$ cat config.mk
export PLATFORM = sky130hd
export DESIGN_NAME = stopwatch_bcd_counter_flat
export DESIGN_NICKNAME = d
export VERILOG_FILES = /design/src/rtl/stopwatch_bcd_counter_pkg.sv /design/src/rtl/stopwatch_bcd_counter_if.sv /design/src/rtl/stopwatch_bcd_counter_digit.sv /design/src/rtl/stopwatch_bcd_counter.sv /design/src/flat_wrapper.sv
export SDC_FILE = /design/constraint.sdc
export NUM_CORES = 1
export LEC_CHECK = 0
export CAP_MARGIN = 30
export CORE_UTILIZATION = 50
export DETAILED_ROUTE_END_ITERATION = 16
export PLACE_DENSITY = 0.75
export SETUP_SLACK_MARGIN = 0.2
export SYNTH_ARGS = -nofsm -noshare
export SYNTH_HDL_FRONTEND = slang
export SYNTH_SLANG_ARGS = --single-unit
$ cat constraint.sdc
create_clock -name i_clk -period 2.1 [get_ports i_clk]
set_clock_uncertainty 0.2 [all_clocks]
set_input_delay 0.21 -clock i_clk [delete_from_list [all_inputs] [get_ports i_clk]]
set_output_delay 0.21 -clock i_clk [all_outputs]
set_load 0.03 [all_outputs]
$ cat src/rtl/stopwatch_bcd_counter_pkg.sv
// Shared types and constants for the stopwatch time base and digit counters.
package stopwatch_pkg;

    typedef enum logic [1:0] {
        IDLE     = 2'd0,
        RUN      = 2'd1,
        PAUSED   = 2'd2,
        LAP_HOLD = 2'd3
    } sw_state_t;

    localparam int DIG_W = 4;

    localparam logic [DIG_W-1:0] MAX_TENTH = 4'd9;
    localparam logic [DIG_W-1:0] MAX_SEC_O = 4'd9;
    localparam logic [DIG_W-1:0] MAX_SEC_T = 4'd5;
    localparam logic [DIG_W-1:0] MAX_MIN   = 4'd9;

    // Zero for a non-positive tick rate so the caller's range check fires instead of a divide by zero.
    function automatic int calc_div(input int clk_hz, input int tick_hz);
        return (tick_hz > 0) ? (clk_hz / tick_hz) : 0;
    endfunction

endpackage

$ cat src/rtl/stopwatch_bcd_counter_if.sv
// Control pulses in, BCD digits and status out; master drives controls, slave is the counter.
interface stopwatch_bcd_counter_if;
    logic       i_start_stop;
    logic       i_clear;
    logic       i_lap;
    logic [3:0] o_dig_min;
    logic [3:0] o_dig_sec_t;
    logic [3:0] o_dig_sec_o;
    logic [3:0] o_dig_tenth;
    logic       o_running;
    logic       o_wrap;

    modport master (
        output i_start_stop, i_clear, i_lap,
        input  o_dig_min, o_dig_sec_t, o_dig_sec_o, o_dig_tenth, o_running, o_wrap
    );

    modport slave (
        input  i_start_stop, i_clear, i_lap,
        output o_dig_min, o_dig_sec_t, o_dig_sec_o, o_dig_tenth, o_running, o_wrap
    );
endinterface

$ cat src/rtl/stopwatch_bcd_counter_digit.sv
// One BCD digit, 0..MAX, that rolls over to zero and raises carry on the increment that wraps it.
module bcd_digit_counter
    import stopwatch_pkg::*;
#(
    parameter logic [DIG_W-1:0] MAX = 4'd9
) (
    input  logic             i_clk,
    input  logic             i_rst,
    input  logic             i_clr,
    input  logic             i_inc,
    output logic [DIG_W-1:0] o_q,
    output logic             o_carry
);
    logic [DIG_W-1:0] r_q;

    always_ff @(posedge i_clk) begin
        if (i_rst || i_clr) begin
            r_q <= '0;
        end else if (i_inc) begin
            r_q <= (r_q == MAX) ? '0 : r_q + DIG_W'(1);
        end
    end

    assign o_q     = r_q;
    assign o_carry = i_inc & (r_q == MAX);
endmodule

$ cat src/rtl/stopwatch_bcd_counter.sv
// Stopwatch time base: prescaler, start/stop/clear/lap FSM and four cascaded BCD digits (M:SS.t).
// Lap freeze (LAP_HOLD + snapshot register) is built only when STOPWATCH_LAP_EN is defined.
//   state    | meaning
//   IDLE     | count zero, stopped
//   RUN      | counting, display live
//   PAUSED   | stopped, count and prescaler held
//   LAP_HOLD | counting, display shows the lap snapshot
module stopwatch_bcd_counter
    import stopwatch_pkg::*;
#(
    parameter int CLK_HZ  = 50_000_000,
    parameter int TICK_HZ = 10
) (
    input logic                    i_clk,
    input logic                    i_rst,
    stopwatch_bcd_counter_if.slave sw
);
    localparam int DIV = calc_div(CLK_HZ, TICK_HZ);
    localparam int PW  = (DIV >= 2) ? $clog2(DIV) : 1;

    generate
        if (((TICK_HZ > 0) ? (CLK_HZ % TICK_HZ) : 1) != 0 || DIV < 2) begin : g_bad_div
            $error("stopwatch_bcd_counter: CLK_HZ/TICK_HZ must divide evenly and be >= 2");
        end
    endgenerate

    sw_state_t        r_state;
    logic [PW-1:0]    r_presc;
    logic             r_running;
    logic             r_wrap;
    logic             w_counting;
    logic             w_tick;
    logic             w_lap;
    logic [DIG_W-1:0] w_q_tenth, w_q_sec_o, w_q_sec_t, w_q_min;
    logic             w_c_tenth, w_c_sec_o, w_c_sec_t, w_c_min;
    logic [4*DIG_W-1:0] w_live;
    logic [4*DIG_W-1:0] w_disp;

    assign w_counting = (r_state == RUN) || (r_state == LAP_HOLD);
    assign w_tick     = w_counting && (r_presc == PW'(DIV - 1));

    // Clear beats a coincident tick because clr has priority over inc inside each digit.
    bcd_digit_counter #(.MAX(MAX_TENTH)) u_tenth (.i_clk(i_clk), .i_rst(i_rst), .i_clr(sw.i_clear),
        .i_inc(w_tick),    .o_q(w_q_tenth), .o_carry(w_c_tenth));
    bcd_digit_counter #(.MAX(MAX_SEC_O)) u_sec_o (.i_clk(i_clk), .i_rst(i_rst), .i_clr(sw.i_clear),
        .i_inc(w_c_tenth), .o_q(w_q_sec_o), .o_carry(w_c_sec_o));
    bcd_digit_counter #(.MAX(MAX_SEC_T)) u_sec_t (.i_clk(i_clk), .i_rst(i_rst), .i_clr(sw.i_clear),
        .i_inc(w_c_sec_o), .o_q(w_q_sec_t), .o_carry(w_c_sec_t));
    bcd_digit_counter #(.MAX(MAX_MIN))   u_min   (.i_clk(i_clk), .i_rst(i_rst), .i_clr(sw.i_clear),
        .i_inc(w_c_sec_t), .o_q(w_q_min),   .o_carry(w_c_min));

    assign w_live = {w_q_min, w_q_sec_t, w_q_sec_o, w_q_tenth};

`ifdef STOPWATCH_LAP_EN
    logic [4*DIG_W-1:0] r_snap;

    assign w_lap = sw.i_lap;

    // Captures the pre-tick count: the tick landing on this edge only reaches the live digits.
    always_ff @(posedge i_clk) begin
        if (i_rst || sw.i_clear) begin
            r_snap <= '0;
        end else if (r_state == RUN && !sw.i_start_stop && w_lap) begin
            r_snap <= w_live;
        end
    end

    assign w_disp = (r_state == LAP_HOLD) ? r_snap : w_live;
`else
    logic w_unused_lap;

    assign w_unused_lap = sw.i_lap;
    assign w_lap        = 1'b0;
    assign w_disp       = w_live;
`endif

    always_ff @(posedge i_clk) begin
        if (i_rst || sw.i_clear) begin
            r_state   <= IDLE;
            r_presc   <= '0;
            r_running <= 1'b0;
            r_wrap    <= 1'b0;
        end else begin
            r_wrap <= w_c_min;
            if (w_counting) begin
                r_presc <= w_tick ? '0 : r_presc + PW'(1);
            end
            case (r_state)
                IDLE: begin
                    if (sw.i_start_stop) begin
                        r_state   <= RUN;
                        r_running <= 1'b1;
                        r_presc   <= '0;
                    end
                end
                RUN: begin
                    if (sw.i_start_stop) begin
                        r_state   <= PAUSED;
                        r_running <= 1'b0;
                    end else if (w_lap) begin
                        r_state <= LAP_HOLD;
                    end
                end
                PAUSED: begin
                    if (sw.i_start_stop) begin
                        r_state   <= RUN;
                        r_running <= 1'b1;
                    end
                end
                LAP_HOLD: begin
                    if (sw.i_start_stop) begin
                        r_state   <= PAUSED;
                        r_running <= 1'b0;
                    end else if (w_lap) begin
                        r_state <= RUN;
                    end
                end
                default: begin
                    r_state   <= IDLE;
                    r_running <= 1'b0;
                end
            endcase
        end
    end

    assign sw.o_dig_min   = w_disp[15:12];
    assign sw.o_dig_sec_t = w_disp[11:8];
    assign sw.o_dig_sec_o = w_disp[7:4];
    assign sw.o_dig_tenth = w_disp[3:0];
    assign sw.o_running   = r_running;
    assign sw.o_wrap      = r_wrap;
endmodule

$ cat src/flat_wrapper.sv
// flat-port wrapper written by rule: the top's interface ports become plain ports
module stopwatch_bcd_counter_flat import stopwatch_pkg::*;
#(
    parameter int CLK_HZ  = 50_000_000,
    parameter int TICK_HZ = 10
)
  (i_clk, i_rst, sw_i_start_stop, sw_i_clear, sw_i_lap, sw_o_dig_min, sw_o_dig_sec_t, sw_o_dig_sec_o, sw_o_dig_tenth, sw_o_running, sw_o_wrap);
  stopwatch_bcd_counter_if sw_i ();
  input logic i_clk;
  input logic i_rst;
  input wire logic [$bits(sw_i.i_start_stop)-1:0] sw_i_start_stop;
  input wire logic [$bits(sw_i.i_clear)-1:0] sw_i_clear;
  input wire logic [$bits(sw_i.i_lap)-1:0] sw_i_lap;
  output wire logic [$bits(sw_i.o_dig_min)-1:0] sw_o_dig_min;
  output wire logic [$bits(sw_i.o_dig_sec_t)-1:0] sw_o_dig_sec_t;
  output wire logic [$bits(sw_i.o_dig_sec_o)-1:0] sw_o_dig_sec_o;
  output wire logic [$bits(sw_i.o_dig_tenth)-1:0] sw_o_dig_tenth;
  output wire logic [$bits(sw_i.o_running)-1:0] sw_o_running;
  output wire logic [$bits(sw_i.o_wrap)-1:0] sw_o_wrap;
  assign sw_i.i_start_stop = sw_i_start_stop;
  assign sw_i.i_clear = sw_i_clear;
  assign sw_i.i_lap = sw_i_lap;
  assign sw_o_dig_min = sw_i.o_dig_min;
  assign sw_o_dig_sec_t = sw_i.o_dig_sec_t;
  assign sw_o_dig_sec_o = sw_i.o_dig_sec_o;
  assign sw_o_dig_tenth = sw_i.o_dig_tenth;
  assign sw_o_running = sw_i.o_running;
  assign sw_o_wrap = sw_i.o_wrap;
  stopwatch_bcd_counter #(.CLK_HZ(CLK_HZ), .TICK_HZ(TICK_HZ)) u_core (.i_clk(i_clk), .i_rst(i_rst), .sw(sw_i));
endmodule
==> results list <==
- Starting utilization of the core area: 54.0%
- Traced cell by cell, the critical path runs through nand4b_1 > buf_4 > buf_4 > nor4_4 > nand3_2 > or4_1 > a21oi_1.
* Crit path launch type: flip-flop
* Share of synthesized area occupied by flip-flops and latches: 41.3%
* TritonCTS clock tree: done
- The flow ran to the end, and the final reports show no timing, DRC or antenna violations.
* Gp weighted congestion: 0.770
- Adding up every negative setup slack in the final design gives 0 ns.
* Core box area: 3770 µm²
- Setup violations remaining at the end of the flow were counted as 0.
* Final critical delay including setup and external delays: 2.00 ns
* XOR/XNOR share of the synthesized area: 11.2%
- For the worst setup path, the data required time is 2.13 ns.
- Yosys printed 0 warnings.
- Following the worst setup path forward leads to its endpoint at u_core.u_min.o_q[1]$_SDFFE_PP0P_.
- The first routing iteration left 113 violations.
- Timing-limited maximum frequency: 0.501 GHz
- The synthesized design contains 42 register bits.
- The critical path is of the reg2reg type.
- Transition time of the tightest slew-check pin: 0.379 ns
* Antenna violations before repair: 0
- Global-route wire length before repair: 7710 µm
- The floorplan step defined a die boundary enclosing 4330 µm².
* Most frequent cells in the layout: 42 x sky130_fd_sc_hd__nor2_1, 24 x sky130_fd_sc_hd__buf_4, 22 x sky130_fd_sc_hd__dfxtp_1
- Final Slew Violations: 0
- Number of max-capacitance violations reported: 0
- Summing the areas of all and, or, nand and nor instances in the mapped netlist gives 34.3% of the synthesized area.
- In this run the critical register-to-register path is launched from u_core.r_presc[12]$_SDFF_PP0_.
- R2R setup slack: 0.10 ns
* Async S/R FF share, synth: 0%
* Count of flip-flops with a built-in enable after synthesis: 0
* Class of the worst hold path: reg2reg
* Largest fanout on the critical path: 4
- Row generation in the floorplan step produced 22 rows.
- Pin placement for this block handled 23 I/O pins.
- Wires add up to 4440 µm.
- The cell family contributing the most delay on the critical path is simple AND/OR/NAND/NOR gates.
* Hold buffer count at CTS: 0
* FF-to-FF End: u_core.u_min.o_q[1]$_SDFFE_PP0P_
* Highest ir drop seen on vdd: 388 µV
* Drt drc: 0
- Utilization after layout: 74.9%
* Final worst path period share: 95.0%
* Count of mapped cells out of synthesis: 241
- GRT overflow: 0
* Mapped Nets: 247
- Clk pin slew, worst setup/hold paths: 0.08 ns
* Standard cell with the maximum stage delay on the critical path: sky130_fd_sc_hd__or4_1
- GR Util All Layers: 23.3%
- Largest stage delay on the critical path: 0.40 ns
- Later-pin clock latency in the skew report: 0.30 ns
- Post-route antenna net violation count: 0
- The worst pin sits at a relative slew slack of 74.7%.
* Setup repair after global routing missed its margin: yes
- CTS H-tree lvls: 2
- 0 antenna diodes ended up in the layout.
- After Yosys synthesis, full adders, half adders and majority gates account for 0.614% of the synthesized area.
- Cell depth of the worst setup path: 7
- Total CTS buffers: 5
* Pre-Repair DR Iteration Count: 4
* Most common cell after layout, fill and taps aside: sky130_fd_sc_hd__nor2_1
* Final HPWL from detailed placement: 2880 µm
* Hold Violations, Final: 0
* Synthesized-area fraction occupied by ao, oa, aoi and oai cells: 6.63%
- Worst reg-to-reg path cell count: 7
- The area growth from synthesis to layout is 38.6%.
* Nets: 299
- The cell area that synthesis handed to floorplanning was 2040 µm².
- Clock tree synthesis found a total of 42 sinks.
- Vias in the first global route: 1766
- Fraction of synthesized area in multiplexers: 1.97%
- Width of the die: 65.8 µm
- Among all flip-flop cells after synthesis, the most frequent one is sky130_fd_sc_hd__dfxtp_1.
* Library cells used by synthesis: 41
* Detailed-route vias per instance: 5.28
- Counting both buffers and inverters, the worst setup path holds a total of 2.
- Total power for the finished layout comes to 1.35 mW.
- The startpoint identified for the worst hold timing path is u_core.r_state[1]$_SDFFE_PP0P_.
- In the final layout, the share of cells above drive strength 1 is 29.3%.
- Crit-path most repeated cell: sky130_fd_sc_hd__buf_4
- After synthesis, the mean cell area works out to 8.45 µm².
* Power Dens Cells: 477 nW/µm²
- The analysis attributes to cell leakage a power of 0.964 nW.
- Capturing element type of the critical path: flip-flop
- First element of the critical path: u_core.r_presc[12]$_SDFF_PP0_
- Fill cell count: 292
* Average wire per standard cell: 13.0 µm
- Data arrival time of the worst path: 2.02 ns
* Buffers added on ports: 21
- Main combinational cell family by area after synthesis: simple AND/OR/NAND/NOR gates
- Buffer depth of the longest clock path: 2
- Clock tree root buffer cell: sky130_fd_sc_hd__clkbuf_8
- The routed layout has 1806 vias.
- Largest net degree at the start of global routing: 22
* DIE HEIGHT: 65.8 µm
[layer usage]
layer / vias up / part of all wire [%] / global-route usage, %
li1: 939 / - / -
met1: 830 / 47 / 28.0
met2: 29 / 48 / 40.6
met3: 8 / 2.7 / 4.14
met4: 0 / 1.6 / 9.78
met5: - / 0 / 0
[worst min-delay path: cells and delay by family, from the launching register on]
family           cells  cell delay [ns]
multiplexers         1             0.06
AND/OR/NAND/NOR      1             0.08
flip-flops           1             0.33
[cells by family (layout without fill, tap and decap cells)]
kind of cell,after synthesis,count (layout)
and+or+nand+nor,125,125
DFF,42,42
xor gates and xnor gates,26,26
muxes,4,4
buffers and inverters,19,72
adders and majority gates,1,1
AOI/OAI and AO/OA,24,24
[state kept, by name, summed over array words and instances (netlist names)]
| name | flops |
|---|---|
| u_core.r_presc | 23 |
| u_core.u_min.o_q | 4 |
| u_core.u_sec_t.o_q | 4 |
| u_core.r_state | 2 |
| u_core.u_sec_o.o_q | 4 |
| u_core.sw.o_wrap | 1 |
| u_core.u_tenth.o_q | 4 |
[what timing repair did]
item | CTS | global route
gates resized for setup | 30 | 15
pin swaps | 14 | 10
setup endpoints to repair | 33 | 37
buffers inserted | 11 | 4
[power by group]
group,switching (mW),leakage [nW],total [mW],internal (mW)
sequential,0.00425,0.349,0.798,0.794
clock,0.277,0.0450,0.507,0.230
combinational,0.0216,0.569,0.0398,0.0182
[cell type report]
class / count / area (µm²) / share of cell area, %
multi-input combinational: 180 / 1280 / 45.2
inverter: 12 / 45.0 / 1.60
sequential: 42 / 873 / 30.9
clock inverter: 2 / 10.0 / 0.355
clock buffer: 6 / 72.6 / 2.57
tap: 48 / 60.1 / 2.13
timing repair buffer: 52 / 485 / 17.2
[cell usage after synthesis (all sizes together), types with 3 or more instances]
master	number	area share [%]
nor2	44	8.1
dfxtp	42	41
xnor2	19	8.2
nand2	16	2.9
nand3	13	3.2
inv	12	2.2
a21oi	11	2.7
nand4	8	3.9
nor4	7	3.2
o21ai	7	1.7
xor2	7	3.0
or3	5	1.5
buf	4	1.3
mux2i	4	2.0
nor2b	4	1.2
nor3	4	0.98
clkbuf	3	0.55
or2	3	0.92
or4	3	1.1
[how the worst min path moves through the flow]
stage                                                    end  slack [ns]  cells past startpoint
final                         u_core.r_state[1]$_SDFFE_PP0P_        0.29                      2
after global routing      u_core.u_sec_t.o_q[3]$_SDFFE_PP0N_        0.33                      2
after CTS                     u_core.r_state[1]$_SDFFE_PP0P_        0.29                      2
after detailed placement      u_core.r_state[1]$_SDFFE_PP0P_        0.27                      2
after global placement        u_core.r_state[1]$_SDFFE_PP0P_        0.26                      2
after floorplan               u_core.r_state[0]$_SDFFE_PP0P_        0.15                      2
[through the flow]
step                      hold slack, ns  std cells  area, µm²  setup slack, ns
after global routing               0.328        342       2820          -0.0409
after global placement             0.265        319       2460           0.0307
after floorplan                    0.146        241       2100           0.0487
final                              0.295        342       2820            0.105
after CTS                          0.293        338       2750           0.0975
after detailed placement           0.274        319       2460        -0.000443
(Power assumes the default switching activity.)
